<file path="src/rtl/sign_mag_converter_if.sv">
// Handshake and result bundle for sign_mag_converter.
// The master side offers a two's-complement byte and receives the sign plus three BCD digits.
interface sign_mag_converter_if;
    logic       in_valid;
    logic [7:0] in_data;
    logic       in_ready;
    logic       sign;
    logic [3:0] hundreds;
    logic [3:0] tens;
    logic [3:0] ones;
    logic       out_valid;

    modport master (
        output in_valid,
        output in_data,
        input  in_ready,
        input  sign,
        input  hundreds,
        input  tens,
        input  ones,
        input  out_valid
    );

    modport slave (
        input  in_valid,
        input  in_data,
        output in_ready,
        output sign,
        output hundreds,
        output tens,
        output ones,
        output out_valid
    );
endinterface

</file>
<file path="src/rtl/sign_mag_converter.sv">
// Converts an 8-bit two's-complement value into a sign flag and three BCD digits using a
// sequential double-dabble. Optional leading-zero blanking is enabled by SIGN_MAG_BLANK_EN.
module sign_mag_converter (
    input  logic                 clk,
    input  logic                 rst_n,
    sign_mag_converter_if.slave  bus
);

    localparam logic [1:0] ST_IDLE  = 2'd0;
    localparam logic [1:0] ST_ABS   = 2'd1;
    localparam logic [1:0] ST_SHIFT = 2'd2;
    localparam logic [1:0] ST_DONE  = 2'd3;

    logic [1:0]  state_q,     state_d;
    logic [7:0]  data_q,      data_d;
    logic        sign_int_q,  sign_int_d;
    logic [7:0]  bin_q,       bin_d;
    logic [11:0] bcd_q,       bcd_d;
    logic [2:0]  cnt_q,       cnt_d;
    logic        sign_q,      sign_d;
    logic [3:0]  hundreds_q,  hundreds_d;
    logic [3:0]  tens_q,      tens_d;
    logic [3:0]  ones_q,      ones_d;
    logic        out_valid_q, out_valid_d;
    logic        in_ready_q,  in_ready_d;

    logic [11:0] adj_s;
    logic [19:0] shift_s;

    function automatic logic [3:0] nibble_adjust(input logic [3:0] nib);
        logic [3:0] res;
        if (nib >= 4'd5) begin
            res = nib + 4'd3;
        end else begin
            res = nib;
        end
        return res;
    endfunction

    function automatic logic [11:0] dd_adjust(input logic [11:0] bcd);
        return {nibble_adjust(bcd[11:8]), nibble_adjust(bcd[7:4]), nibble_adjust(bcd[3:0])};
    endfunction

    // One double-dabble step: correct each digit, then shift the pair left by one.
    always_comb begin
        adj_s   = dd_adjust(bcd_q);
        shift_s = {adj_s, bin_q} << 1;
    end

    // Next-state and datapath decode for the conversion FSM.
    always_comb begin
        state_d     = state_q;
        data_d      = data_q;
        sign_int_d  = sign_int_q;
        bin_d       = bin_q;
        bcd_d       = bcd_q;
        cnt_d       = cnt_q;
        sign_d      = sign_q;
        hundreds_d  = hundreds_q;
        tens_d      = tens_q;
        ones_d      = ones_q;
        out_valid_d = 1'b0;

        case (state_q)
            ST_IDLE: begin
                if (bus.in_valid) begin
                    data_d  = bus.in_data;
                    state_d = ST_ABS;
                end else begin
                    state_d = ST_IDLE;
                end
            end
            ST_ABS: begin
                // -128 negates to 8'h80, which reads correctly as unsigned 128.
                sign_int_d = data_q[7];
                if (data_q[7]) begin
                    bin_d = 8'd0 - data_q;
                end else begin
                    bin_d = data_q;
                end
                bcd_d   = 12'd0;
                cnt_d   = 3'd0;
                state_d = ST_SHIFT;
            end
            ST_SHIFT: begin
                bcd_d = shift_s[19:8];
                bin_d = shift_s[7:0];
                cnt_d = cnt_q + 3'd1;
                if (cnt_q == 3'd7) begin
                    state_d = ST_DONE;
                end else begin
                    state_d = ST_SHIFT;
                end
            end
            ST_DONE: begin
                sign_d      = sign_int_q;
                out_valid_d = 1'b1;
                state_d     = ST_IDLE;
`ifdef SIGN_MAG_BLANK_EN
                if (bcd_q[11:8] == 4'd0) begin
                    hundreds_d = 4'hF;
                end else begin
                    hundreds_d = bcd_q[11:8];
                end
                if ((bcd_q[11:8] == 4'd0) && (bcd_q[7:4] == 4'd0)) begin
                    tens_d = 4'hF;
                end else begin
                    tens_d = bcd_q[7:4];
                end
`else
                hundreds_d = bcd_q[11:8];
                tens_d     = bcd_q[7:4];
`endif
                ones_d = bcd_q[3:0];
            end
            default: begin
                state_d = ST_IDLE;
            end
        endcase

        in_ready_d = (state_d == ST_IDLE);
    end

    // State, scratch and output registers with synchronous active-low reset.
    always_ff @(posedge clk) begin
        if (!rst_n) begin
            state_q     <= ST_IDLE;
            data_q      <= 8'd0;
            sign_int_q  <= 1'b0;
            bin_q       <= 8'd0;
            bcd_q       <= 12'd0;
            cnt_q       <= 3'd0;
            sign_q      <= 1'b0;
            hundreds_q  <= 4'd0;
            tens_q      <= 4'd0;
            ones_q      <= 4'd0;
            out_valid_q <= 1'b0;
            in_ready_q  <= 1'b1;
        end else begin
            state_q     <= state_d;
            data_q      <= data_d;
            sign_int_q  <= sign_int_d;
            bin_q       <= bin_d;
            bcd_q       <= bcd_d;
            cnt_q       <= cnt_d;
            sign_q      <= sign_d;
            hundreds_q  <= hundreds_d;
            tens_q      <= tens_d;
            ones_q      <= ones_d;
            out_valid_q <= out_valid_d;
            in_ready_q  <= in_ready_d;
        end
    end

    assign bus.in_ready  = in_ready_q;
    assign bus.sign      = sign_q;
    assign bus.hundreds  = hundreds_q;
    assign bus.tens      = tens_q;
    assign bus.ones      = ones_q;
    assign bus.out_valid = out_valid_q;

endmodule

</file>
<file path="src/flat_wrapper.sv">
// flat-port wrapper written by rule: the top's interface ports become plain ports
module sign_mag_converter_flat 
  (clk, rst_n, bus_in_valid, bus_in_data, bus_in_ready, bus_sign, bus_hundreds, bus_tens, bus_ones, bus_out_valid);
  sign_mag_converter_if bus_i ();
  input  logic clk;
  input  logic rst_n;
  input wire logic [$bits(bus_i.in_valid)-1:0] bus_in_valid;
  input wire logic [$bits(bus_i.in_data)-1:0] bus_in_data;
  output wire logic [$bits(bus_i.in_ready)-1:0] bus_in_ready;
  output wire logic [$bits(bus_i.sign)-1:0] bus_sign;
  output wire logic [$bits(bus_i.hundreds)-1:0] bus_hundreds;
  output wire logic [$bits(bus_i.tens)-1:0] bus_tens;
  output wire logic [$bits(bus_i.ones)-1:0] bus_ones;
  output wire logic [$bits(bus_i.out_valid)-1:0] bus_out_valid;
  assign bus_i.in_valid = bus_in_valid;
  assign bus_i.in_data = bus_in_data;
  assign bus_in_ready = bus_i.in_ready;
  assign bus_sign = bus_i.sign;
  assign bus_hundreds = bus_i.hundreds;
  assign bus_tens = bus_i.tens;
  assign bus_ones = bus_i.ones;
  assign bus_out_valid = bus_i.out_valid;
  sign_mag_converter u_core (.clk(clk), .rst_n(rst_n), .bus(bus_i));
endmodule
</file>
<file path="config.mk">
export PLATFORM = sky130hd
export DESIGN_NAME = sign_mag_converter_flat
export DESIGN_NICKNAME = d
export VERILOG_FILES = /design/src/rtl/sign_mag_converter_if.sv /design/src/rtl/sign_mag_converter.sv /design/src/flat_wrapper.sv
export SDC_FILE = /design/constraint.sdc
export NUM_CORES = 1
export LEC_CHECK = 0
export ABC_AREA = 1
export BUFFER_PORTS_ARGS = -buffer_cell sky130_fd_sc_hd__buf_2
export CORE_MARGIN = 4
export CORE_UTILIZATION = 57
export DETAILED_ROUTE_END_ITERATION = 8
export PLACE_DENSITY = 0.87
export SYNTH_ARGS = -nofsm -noshare
export SYNTH_HDL_FRONTEND = slang
export SYNTH_SLANG_ARGS = --single-unit
</file>
<file path="constraint.sdc">
create_clock -name clk -period 4.2 [get_ports clk]
set_input_delay 0 -clock clk [delete_from_list [all_inputs] [get_ports clk]]
set_output_delay 0 -clock clk [all_outputs]
set_load 0.05 [all_outputs]
</file>
# Word-level counts from Yosys, hierarchy flattened
# Cells that the tools add are included.
# W data, S select, Z words.
[op_classes]
add_sub_neg = 5
n_mul = 0
div_mod_pow = 0
magnitude_cmp = 3
eq_ne = 4
shift = 0
mux = 11
bitwise = 0
n_reduce_logical = 4
[ops]
columns = ["cell", "count"]
rows = [
  ["$pmux W12 S2", 1],
  ["$pmux W8 S2", 1],
  ["$ge A4 B3 Y1 const B", 3],
  ["$add A4 B2 Y4 const B", 2],
  ["$mux W4", 2],
  ["$mux W8", 1],
  ["$pmux W2 S4", 1],
  ["$sub A1 B8 Y8 const A", 1],
  ["$pmux W3 S2", 1],
  ["$eq A2 B2 Y1 const B", 2],
  ["$logic_not A2 Y1", 2],
  ["$add A3 B1 Y3 const B", 1],
  ["$add A3 B2 Y3 const B", 1],
  ["$eq A3 B3 Y1 const B", 1],
  ["$mux W1", 3],
  ["$mux W3", 1],
  ["$eq A2 B1 Y1 const B", 1],
  ["$reduce_and A2 Y1", 1],
  ["$reduce_bool A2 Y1", 1],
]
[totals]
ff_bits = 49
latchBits = 0
ram_bits = 0
mem_bits_ro = 0
input_bits = 11
output_inout_bits = 15
word_cells = 39
n_memories = 0

# Longest topological paths before layout
[depth]
depth_word = 4
depth_mapped = 9
ltp_nobuf = 9

# Worst setup path after synthesis
# No wires, ideal clock.
[synth_path]
path_kind = "flip-flop to flip-flop"
from = "register u_core.state_q[0]"
to = "register u_core.cnt_q[0]"
setup_time_ns = 0.126
arrival_time_ns = 1.249
required_time_ns = 4.074
setup_slack_ns = 2.824
path_stages_with_launch = 8
path_buffers = 1
synth_period_minus_slack_ns = 1.376
path_cell_list = "dfxtp_1 -> inv_1 -> ha_1 -> nand2_2 -> clkinv_2 -> buf_6 -> nor2_1 -> a211oi_2"
[synth_between]
elab_chain_cells = 2
word_cells_on_any_way = 4
cone_classes = "eq/ne (2); mux (1); reduce/logical (1)"
[synth_lines]
columns = ["element", "line", "text"]
rows = [
  ["start, declared", "sign_mag_converter.sv:14", "logic [1:0] state_q, state_d;"],
  ["start signal, assigned", "sign_mag_converter.sv:140", "state_q <= state_d;"],
  ["$eq A2 B2 Y1 / $eq A2 B1 Y1 (equally long branches)", "sign_mag_converter.sv:64", "case (state_q)"],
  ["$pmux W3 S2 / $reduce_bool A2 Y1 (equally long branches)", "-", ""],
  ["end signal, assigned", "sign_mag_converter.sv:145", "cnt_q <= cnt_d;"],
  ["end, declared", "sign_mag_converter.sv:19", "logic [2:0] cnt_q, cnt_d;"],
]
# Several ways; a longest one is shown, not always the timed one.
# A chain may end at the register's enable or synchronous reset.

# Final worst setup path
[layout_path]
from = "register u_core.state_q[0]"
to = "register u_core.data_q[2]"
[layout_between]
elab_chain_cells = 2
[layout_lines]
columns = ["element", "line", "text"]
rows = [
  ["$logic_not A2 Y1", "sign_mag_converter.sv:64", ""],
  ["$reduce_and A2 Y1 (no line)", "-", ""],
  ["end signal, assigned", "sign_mag_converter.sv:141", "data_q <= data_d;"],
  ["end, declared", "sign_mag_converter.sv:15", "logic [7:0] data_q, data_d;"],
]
# Every way passes these cells.

==> parameters.txt <==
Parameter                              Value

Clock network
  Number of CTS-inserted buffers ... 5
  Clock tree buffer depth ... 2
  Clock Latency Late Sink ... between 0.3 and 0.4 ns
  TritonCTS clock tree ... built
  Htree depth ... 2
  Clock transition at the register clock pins on the worst setup and hold paths after CTS ... ~0.09 ns
  Library cell used as clock root buffer ... clkbuf_8
  Number of clock sinks seen by CTS ... roughly 50

Critical path
  Kind of critical path ... flop to flop
  Nature of the critical path endpoint ... flop
  Launch point of the worst reg-to-reg path ... u_core.state_q[0]
  Crit start category ... flop
  Maximum fanout along the worst path ... 15
  Startpoint of the most critical setup path ... u_core.state_q[0]
  Number of cells on the worst reg-to-reg path ... 6
  Arrival time at the worst endpoint ... 2.16 ns
  Worst reg2reg setup slack ... ~2.2 ns
  Worst reg2reg endpoint ... u_core.data_q[2]
  Data required time at the worst endpoint ... approximately 4.4 ns
  Critical Path Sink ... u_core.data_q[2]

Yosys
  Yosys Warn Count ... 0
  Compound-Gate Fraction of Synth Area ... between 15 and 20%
  Post-synthesis register bit count ... around 50
  Simple-gate share of the synthesized area ... about a fifth
  Synthesized net count ... approximately 320
  Primary FF master, synth ... dfxtp_1
  Share of synthesized area spent on multiplexers ... 0%
  Largest family of logic cells by synthesized area ... simple AND/OR/NAND/NOR gates
  Sequential element share of the synthesized area ... 43.2%
  Mapped Avg Cell Area ... ~7.8 sq um
  Async S/R FF share, synth ... 0%
  Combined area of all synthesized cells ... roughly 2300 sq um
  Xor and xnor area share after synthesis ... 1.16%
  Post-synth EDFFs ... 0
  Instance count of the mapped netlist ... between 200 and 300
  Number of distinct library cells after synthesis ... 27
  Adder and majority gate portion of the synthesized area ... roughly 7.7%

GRT
  Overflow after GRT ... 0
  Via count of the first global-routing pass ... around 1,800
  Initial antenna violation count ... 0
  Pin count of the biggest net entering global routing ... 28
  Wire length of the first global-routing pass ... 8000 um
  Total routing usage reported by global routing ... about a fifth

Place
  Final HPWL DP ... a little over 3000 um
  Port bufs ... 25
  Placed instance area ... approximately 2400 sq um
  Final weighted congestion of routability-driven global placement ... roughly 0.88
  Placed Cells ... between 300 and 400

Routing
  DR DRC count ... 0
  Routed wire length ... roughly 4700 um
  Via count ... between 2,000 and 2,500
  Residual antenna-violating net count after detailed routing ... 0
  DRC marker count from the first detailed-route iteration ... between 150 and 200
  Vias per std cell ... between 5 and 6
  Number of search-and-repair iterations in the first detailed-routing pass ... 4
  Routed length per placed instance ... roughly 13 um

Layout
  Layout Cells excl Fill ... roughly 370
  Final antenna diode count ... 0
  Number of nets in the final layout ... 345
  Post-route cell area ... between 2000 and 3000 sq um
  Proportion of layout cells with a drive suffix above 1 ... about 16%
  Most common cell after layout, fill and taps aside ... nand2_1
  Layout area overhead ... 12.9%
  Commonest non-fill, non-tap cells in the layout ... nand2_1 (57), dfxtp_1 (49), a21oi_1 (37), o21ai_0 (29), inv_1 (27)

Floorplanning
  Io pins ... 26
  Die outline width ... between 70 and 80 um
  Die Outline Area ... 5060 sq um
  Core area ... 3740 sq um
  Vert. Die Dim ... ~71 um
  Rows ... 22
  Initial core utilization ... approximately 61%

STA
  Normalized max-slew margin ... between 40% and 50%
  Least-Margin Pin Slew ... 0.815 ns
  Upper clock frequency limit ... 510 MHz
  Final period util ... 46.6%
  TNS Setup ... 0 ns
  Pins Over Slew Limit ... 0
  RSZ-0062 raised after global routing ... no
  Final-report setup violation count ... 0
  Post-route minimum period ... just under 2 ns
  Final Hold Violating Endpoints ... 0
  Final clock skew ... slightly above 0.01 ns

Pwr
  Leakage power summed over all cells ... roughly 0.0011 uW
  Areal power density over the cells ... about 360 nW/um^2
  Max IR drop VDD ... 0.261 mV

Worst hold path
  Class of the tightest hold or removal check ... input pin to flop

Flow run
  Max Cap Violations ... 0

Status
  Status ... finished clean
[worst max-delay path, cell delays in order, from the launching register on]
cell,delay (ns)
dfxtp_1,0.34
inv_1,0.11
ha_1,0.18
nand2_1,0.26
o21ai_0,0.33
nor2_1,0.07
dlygate4sd3_1,0.55
[state kept, by name, summed over array words and instances, names as in the netlist]
name / flops
u_core.bin_q: 8
u_core.bcd_q: 12
u_core.bus.out_valid: 1
u_core.bus.sign: 1
u_core.sign_int_q: 1
u_core.bus.hundreds: 4
u_core.state_q: 2
u_core.bus.in_ready: 1
u_core.cnt_q: 3
u_core.bus.tens: 4
u_core.bus.ones: 4
u_core.data_q: 8
[report_power, final]
group          leakage, uW  switching [uW]  internal, uW
Combinational     0.000632            95.4          45.7
Sequential        0.000398            16.0           487
Clock            0.0000450             154           116
[per-layer routing]
layer  share of wire, %  routed length (um)  GRT usage (%)
met2                 51                2380           32.0
met3                4.5                 211           5.82
met4                1.3                  60           8.14
met5                  0                   0              0
met1                 44                2050           24.4
[area by class of cell]
type	count	area, sq um
clock buffers	6	72.6
clock inverters	2	10.0
fillers	312	1180
inverters	31	118
multi-input cells	199	1110
flip-flops and latches	49	981
well taps	48	60.1
repair buffers	34	215
[worst min-delay path by stage]
stage / cells after the start / slack, ns / startpoint / to
after floorplan: 2 / 0.12 / rst_n / u_core.state_q[1]
after global placement: 3 / 0.27 / bus_in_data[2] / u_core.data_q[2]
after detailed placement: 3 / 0.28 / bus_in_data[2] / u_core.data_q[2]
after CTS: 3 / 0.02 / bus_in_data[6] / u_core.data_q[6]
after global routing: 3 / 0.09 / bus_in_data[6] / u_core.data_q[6]
final: 3 / 0.02 / bus_in_data[6] / u_core.data_q[6]
[stage by stage]
step / worst slack (ns) / utilization [%] / hold WS [ns] / power (uW)
after floorplan: 2.82 / - / 0.116 / 618
after detailed placement: 2.49 / 63.9 / 0.282 / 644
after global routing: 2.13 / 68.5 / 0.0948 / 955
after CTS: 2.38 / 68.5 / 0.0166 / 918
after global placement: 2.61 / 63.9 / 0.270 / 641
final: 2.24 / 68.5 / 0.0207 / 914
[cells in the mapped netlist (3+ instances only)]
master    number  area, sq um
a21oi_1       37          185
o21ai_0       29          145
buf_2          7         35.0
o211ai_1       3         22.5
xor2_1         3         26.3
ha_1          14          175
a31oi_1        3         18.8
nand3_1       10         50.1
nand2_1       57          214
inv_1         27          101
nand4_1        3         18.8
inv_2          3         11.3
nand3_2        7         70.1
a21oi_2        6         52.6
nor2_1        20         75.1
dfxtp_1       49          981
[cell families (layout without fill, tap and decap cells)]
family,count (synthesis),after routing
AO/OA/AOI/OAI,80,80
XOR/XNOR,3,3
adder cells (fa/ha/maj),14,14
buffers and inverters,43,73
flip-flops,49,49
AND/OR/NAND/NOR,102,102
[repair_timing]
item / CTS / global route
resized for setup: 0 / 0
hold endpoints to repair: 8 / 0
buffers inserted: 0 / 0
hold buffers: 9 / 0
No activity file was read; power rests on OpenSTA's default activity.
